## src/rtl/sequenciador_exibicao_pkg.sv

```systemverilog
// Shared definitions for the playback sequencer: state codes (also consumed by
// the state display decoder) and default LED timing.
package sequenciador_exibicao_pkg;

  // 5-bit codes so the display decoder can show them without translation
  typedef enum logic [4:0] {
    OCIOSO  = 5'd0,
    CARREGA = 5'd1,
    ACENDE  = 5'd2,
    APAGA   = 5'd3,
    FIM     = 5'd4
  } estado_t;

  // Default on-time and gap, in clock cycles, at normal speed
  localparam int T_ON_PADRAO  = 500;
  localparam int T_OFF_PADRAO = 250;

endpackage

```

## src/rtl/sequenciador_exibicao_contador_tempo.sv

```systemverilog
// Cycle timer for LED on/off phases: counts up while enabled, clears
// synchronously, and flags when the count equals a limit supplied at run time.
module contador_tempo #(
  parameter int WIDTH = 9
) (
  input  logic             clock,
  input  logic             reset,
  input  logic             limpa,
  input  logic             habilita,
  input  logic [WIDTH-1:0] limite,
  output logic             terminal
);

  logic [WIDTH-1:0] contagem;

  // Count register: clear wins over enable
  always_ff @(posedge clock or negedge reset) begin
    // NOTE: sequential state is assigned with <= so every register samples
    // pre-edge values regardless of block ordering.
    if (!reset) begin
      contagem <= '0;
    end else if (limpa) begin
      contagem <= '0;
    end else if (habilita) begin
      contagem <= contagem + WIDTH'(1);
    end
  end

  // Terminal flag compares against the phase length chosen by the caller
  assign terminal = (contagem == limite);

endmodule

```

## src/rtl/sequenciador_exibicao.sv

```systemverilog
// Plays the stored colour sequence on the LEDs: for each address 0..limite it
// loads the pattern, shows it for t_on cycles, blanks for t_off cycles, and
// finally pulses fim. Abort and reset both return to OCIOSO cleanly.
module sequenciador_exibicao
  import sequenciador_exibicao_pkg::*;
#(
  parameter int ADDR_W = 4,
  parameter int DATA_W = 7,
  parameter int T_ON   = T_ON_PADRAO,
  parameter int T_OFF  = T_OFF_PADRAO
) (
  input  logic              clock,
  input  logic              reset,
  input  logic              iniciar,
  input  logic              abortar,
  input  logic              nivel,
  input  logic [ADDR_W-1:0] limite,
  input  logic [DATA_W-1:0] mem_dado,
  output logic [ADDR_W-1:0] mem_endereco,
  output logic [DATA_W-1:0] leds,
  output logic              ocupado,
  output logic              fim,
  output logic [4:0]        db_estado
);

  // Timer wide enough for the longer phase at normal speed
  localparam int TIMER_W = $clog2((T_ON > T_OFF) ? T_ON : T_OFF);

  // Terminal counts (t - 1) for both speeds; fast speed halves each phase
  localparam logic [TIMER_W-1:0] ON_NORMAL   = TIMER_W'(T_ON - 1);
  localparam logic [TIMER_W-1:0] ON_RAPIDO   = TIMER_W'((T_ON >> 1) - 1);
  localparam logic [TIMER_W-1:0] OFF_NORMAL  = TIMER_W'(T_OFF - 1);
  localparam logic [TIMER_W-1:0] OFF_RAPIDO  = TIMER_W'((T_OFF >> 1) - 1);

  estado_t             estado, proximo;
  logic [ADDR_W-1:0]   limite_reg;
  logic                nivel_reg;
  logic [TIMER_W-1:0]  limite_tempo;
  logic                tempo_fim;
  logic                tempo_limpa;
  logic                tempo_habilita;
  logic                em_fase;

  assign em_fase = (estado == ACENDE) || (estado == APAGA);

  // Phase length selection from the speed latched at start
  always_comb begin
    if (estado == ACENDE) begin
      limite_tempo = nivel_reg ? ON_RAPIDO : ON_NORMAL;
    end else begin
      limite_tempo = nivel_reg ? OFF_RAPIDO : OFF_NORMAL;
    end
  end

  // Timer runs only inside a phase and restarts at every phase boundary
  always_comb begin
    tempo_habilita = em_fase;
    tempo_limpa    = abortar || !em_fase || tempo_fim;
  end

  contador_tempo #(
    .WIDTH (TIMER_W)
  ) u_contador_tempo (
    .clock    (clock),
    .reset    (reset),
    .limpa    (tempo_limpa),
    .habilita (tempo_habilita),
    .limite   (limite_tempo),
    .terminal (tempo_fim)
  );

  // State register
  always_ff @(posedge clock or negedge reset) begin
    if (!reset) begin
      estado <= OCIOSO;
    end else begin
      estado <= proximo;
    end
  end

  // Next-state logic; abort overrides every other transition
  always_comb begin
    // NOTE: default assignment first so no path leaves proximo unassigned,
    // which would otherwise infer a latch.
    proximo = estado;
    if (abortar) begin
      proximo = OCIOSO;
    end else begin
      case (estado)
        OCIOSO:  if (iniciar) proximo = CARREGA;
        CARREGA: proximo = ACENDE;
        ACENDE:  if (tempo_fim) proximo = APAGA;
        APAGA:   if (tempo_fim) proximo = (mem_endereco == limite_reg) ? FIM : CARREGA;
        FIM:     proximo = OCIOSO;
        default: proximo = OCIOSO;
      endcase
    end
  end

  // Outputs decoded straight from state
  always_comb begin
    ocupado   = (estado != OCIOSO);
    fim       = (estado == FIM);
    db_estado = estado;
  end

  // Address, LED pattern and start-time parameters
  always_ff @(posedge clock or negedge reset) begin
    if (!reset) begin
      mem_endereco <= '0;
      leds         <= '0;
      limite_reg   <= '0;
      nivel_reg    <= 1'b0;
    end else if (abortar) begin
      mem_endereco <= '0;
      leds         <= '0;
    end else begin
      case (estado)
        OCIOSO: begin
          mem_endereco <= '0;
          leds         <= '0;
          if (iniciar) begin
            limite_reg <= limite;
            nivel_reg  <= nivel;
          end
        end
        CARREGA: leds <= mem_dado;
        ACENDE:  if (tempo_fim) leds <= '0;
        APAGA: begin
          leds <= '0;
          if (tempo_fim && (mem_endereco != limite_reg)) begin
            mem_endereco <= mem_endereco + ADDR_W'(1);
          end
        end
        FIM: begin
          mem_endereco <= '0;
          leds         <= '0;
        end
        default: begin
          mem_endereco <= '0;
          leds         <= '0;
        end
      endcase
    end
  end

endmodule

```

## config.mk

```make
export PLATFORM = sky130hd
export DESIGN_NAME = sequenciador_exibicao
export DESIGN_NICKNAME = d
export VERILOG_FILES = /design/src/rtl/sequenciador_exibicao_pkg.sv /design/src/rtl/sequenciador_exibicao_contador_tempo.sv /design/src/rtl/sequenciador_exibicao.sv
export SDC_FILE = /design/constraint.sdc
export NUM_CORES = 1
export LEC_CHECK = 0
export CORE_ASPECT_RATIO = 1.75
export CORE_MARGIN = 5
export CORE_UTILIZATION = 53
export DETAILED_ROUTE_END_ITERATION = 12
export GPL_ROUTABILITY_DRIVEN = 0
export PLACE_DENSITY_LB_ADDON = 0.1
export SLEW_MARGIN = 10
export SYNTH_ARGS = -nofsm -noshare
export SYNTH_HDL_FRONTEND = slang
export SYNTH_SLANG_ARGS = --single-unit
export TNS_END_PERCENT = 10
```

## constraint.sdc

```tcl
create_clock -name clock -period 4 [get_ports clock]
set_input_delay 0.8 -clock clock [delete_from_list [all_inputs] [get_ports clock]]
set_output_delay 0.8 -clock clock [all_outputs]
set_load 0.005 [all_outputs]
```

==> results_dict.tcl <==
set metrics [dict create \
    status "finished clean" \
    synthDistinctLibCells 36 \
    synth-simple-area-share_pct 19.9 \
    tightest_slew_ns 1.14 \
    use_met3_pct 2.63 \
    worstSetupPathType "flop to flop" \
    power_switching_uw 142 \
    crit_slowest_cell "a221oi_4" \
    grt_pass1_vias 1209 \
    wl_per_cell_um 16.8 \
    worst_hold_slack_ns 0.515 \
    regArea_um2 701 \
    grt_usage_pct 17.2 \
    finClkSkew_ns 0.00301 \
    rsz0062_at_grt "no" \
    drt_iter0_markers 54 \
    worstPathArrival_ns 2.96 \
    slew_viol_final 0 \
    largest-register "u_contador_tempo.contagem" \
    cts.reportedPaths.clkPinSlew_ns 0.09 \
    r2r_start "db_estado[0]" \
    synth_area_mm2 0.00146 \
    die_h_um 79.3 \
    fill_cells 213 \
    grt_start_max_net_pins 29 \
    pwr-share-comb_pct 17.2 \
    final-hold-violation-count 0 \
    slowest_delay_ns 0.55 \
    cts_tree "done" \
    largest_reg_flops 9 \
    layout-drive-gt1-share_pct 10.3 \
    met1_usage_pct 20.1 \
    antenna_found_initial 0 \
    cp-start-kind "flop" \
    use_met2_pct 30.1 \
    nets 185 \
    netSwitchingFraction_pct 25.1 \
    io_buffers 31 \
    ys_seq_area_share_pct 48.2 \
    max_freq_ghz 0.361 \
    path_cells "or3b_4 -> or4_4 -> a221oi_4 -> or3_1 -> nor3b_2" \
    r2r-end "db_estado[2]" \
    synth_top_area_share_pct 48.2 \
    die_area_mm2 0.00393 \
    layout_common_cells "31 x clkdlybuf4s50_1, 28 x dfrtp_1, 18 x nor2_1, 10 x nand3_1, 7 x a22o_1" \
    p_per_area_mw_per_mm2 315 \
    reg2reg_depth 5 \
    post-cts-setup-buffers 0 \
    design_area_mm2 0.00180 \
    vias_per_cell 6.16 \
    synth_compound_area_share_pct 13.8 \
    synth_xor_area_share_pct 6.62 \
    top_usage_layer "met2" \
    synthCells 137 \
    p_clk_share_pct 25.9 \
    synth_edf_count 0 \
    cap_violations 0 \
    critPathTopFamily "simple AND/OR/NAND/NOR gates" \
    htree_levels 1 \
    remaining_drc_errors 0 \
    ys_ff_latch 28 \
    initial_core_util_pct 54.7 \
    crit_path_end_kind "flop" \
    synth_top_cell_by_area "dfrtp_1" \
    dr_total_vias 1183 \
    setup_tns_ns 0 \
    cts_resized 0 \
    cts-root-buf "clkbuf_8" \
    muxShareOfSynthArea_pct 4.64 \
    chipWidth_um 49.6 \
    required_ns 4.19 \
    ys.flop_type "dfrtp_1" \
    top_regs "u_contador_tempo.contagem: 9 flops, leds: 7 flops" \
    cts_made_buffers 3 \
    hold_path_class "flop to flop" \
    period_minus_slack_ns 2.77 \
    crit_cells 5 \
    worstSetupStartpoint "db_estado[0]" \
    synth_area_leaders "dfrtp_1 48%, nor2_1 4.6%, mux2_2 4.6%" \
    postSynthAreaPerCell_um2 10.6 \
    cts.sinks 28 \
    critPathMaxFanout 13 \
    pwr-share-seq_pct 56.9 \
    ys_warn_count 0 \
    drt_wl_total_um 3230 \
    drtPass1Iterations 4 \
    synth_fa_ha_area_share_pct 1.72 \
    diodes 0 \
    synth_top_family_by_area "simple AND/OR/NAND/NOR gates" \
    final_antenna_net_count 0 \
    postCtsHoldBufs 0 \
    rows 25 \
    syn_to_final_growth_pct 23.4 \
    async_flop_share_pct 100 \
    leakagePower_nw 0.768 \
    ff2ff_setup_slack_ns 1.23 \
    multiInputGateArea_um2 687 \
    clock_latency_ns 0.26 \
    core_mm2 0.00266 \
    crit_path_end "db_estado[2]" \
    p_int_uw 424 \
    clk_path_buf_depth 2 \
    ir_worst_vdd_uv 225 \
    layout_commonest_cell "clkdlybuf4s50_1" \
    place_area_mm2 0.00175 \
    worstPathBufferInverterCount 0 \
    gr-total-overflow 0 \
    relSlewSlack_pct 23.6 \
    place_hpwl_um 2450 \
    grt_pass1_wl_um 5380 \
    post-route-period-util_pct 69.3 \
    setup_viol_count_final 0 \
    io-pin-count 34 \
]
-- per-layer routing --
metal	share of wire (%)	wire length, um
met2	53	1730
met1	40	1280
met5	0	0
met4	2.6	84
met3	4.2	137
-- worst min path at each step --
stage | start | end | slack, ns | depth (start not counted)
final | leds[0] | leds[0] | 0.52 | 1
after global routing | leds[3] | leds[3] | 0.53 | 1
after CTS | leds[0] | leds[0] | 0.52 | 1
after detailed placement | leds[0] | leds[0] | 0.50 | 1
after global placement | leds[2] | leds[2] | 0.48 | 1
after floorplan | u_contador_tempo.contagem[0] | u_contador_tempo.contagem[0] | 0.46 | 1
-- metrics by stage --
step | cells | worst slack (ns) | power [mW] | util, %
after floorplan | 138 | 1.70 | 0.381 | -
after global placement | 189 | 1.26 | 0.421 | 66.0
after detailed placement | 189 | 1.14 | 0.426 | 66.0
after CTS | 192 | 1.25 | 0.571 | 67.5
after global routing | 192 | 1.06 | 0.594 | 67.5
final | 192 | 1.23 | 0.565 | 67.5
-- logic make-up after synthesis --
family | count (synthesis)
AOI/OAI and AO/OA | 24
xor gates and xnor gates | 11
adders and majority gates | 2
buffers and inverters | 12
DFF | 28
muxes | 6
other | 1
and+or+nand+nor | 53
-- synthesized netlist by cell type (all sizes together) (3+ instances only) --
cell,number
a22o,7
nand4,4
inv,4
nand3,10
xnor2,5
clkbuf,3
o21ai,4
buf,5
nor2,18
and3,5
nand2,5
dfrtp,28
mux2,6
xor2,6
-- cell type report --
cell class | instances | area share [%]
clock buffers | 3 | 2.30
inverters | 4 | 0.836
multi-input cells | 98 | 38.3
flip-flops and latches | 28 | 39.0
well taps | 27 | 1.88
repair buffers | 32 | 17.7
-- power by group through the flow --
stage / Clock (mW) / Combinational, mW / Sequential, mW
final: 0.146 / 0.0975 / 0.322
after global routing: 0.162 / 0.106 / 0.326
after CTS: 0.151 / 0.0987 / 0.322
after detailed placement: 0 / 0.0985 / 0.328
after global placement: 0 / 0.0950 / 0.326
after floorplan: 0 / 0.0618 / 0.319
Note: power is estimated with default switching activity, not from simulation.
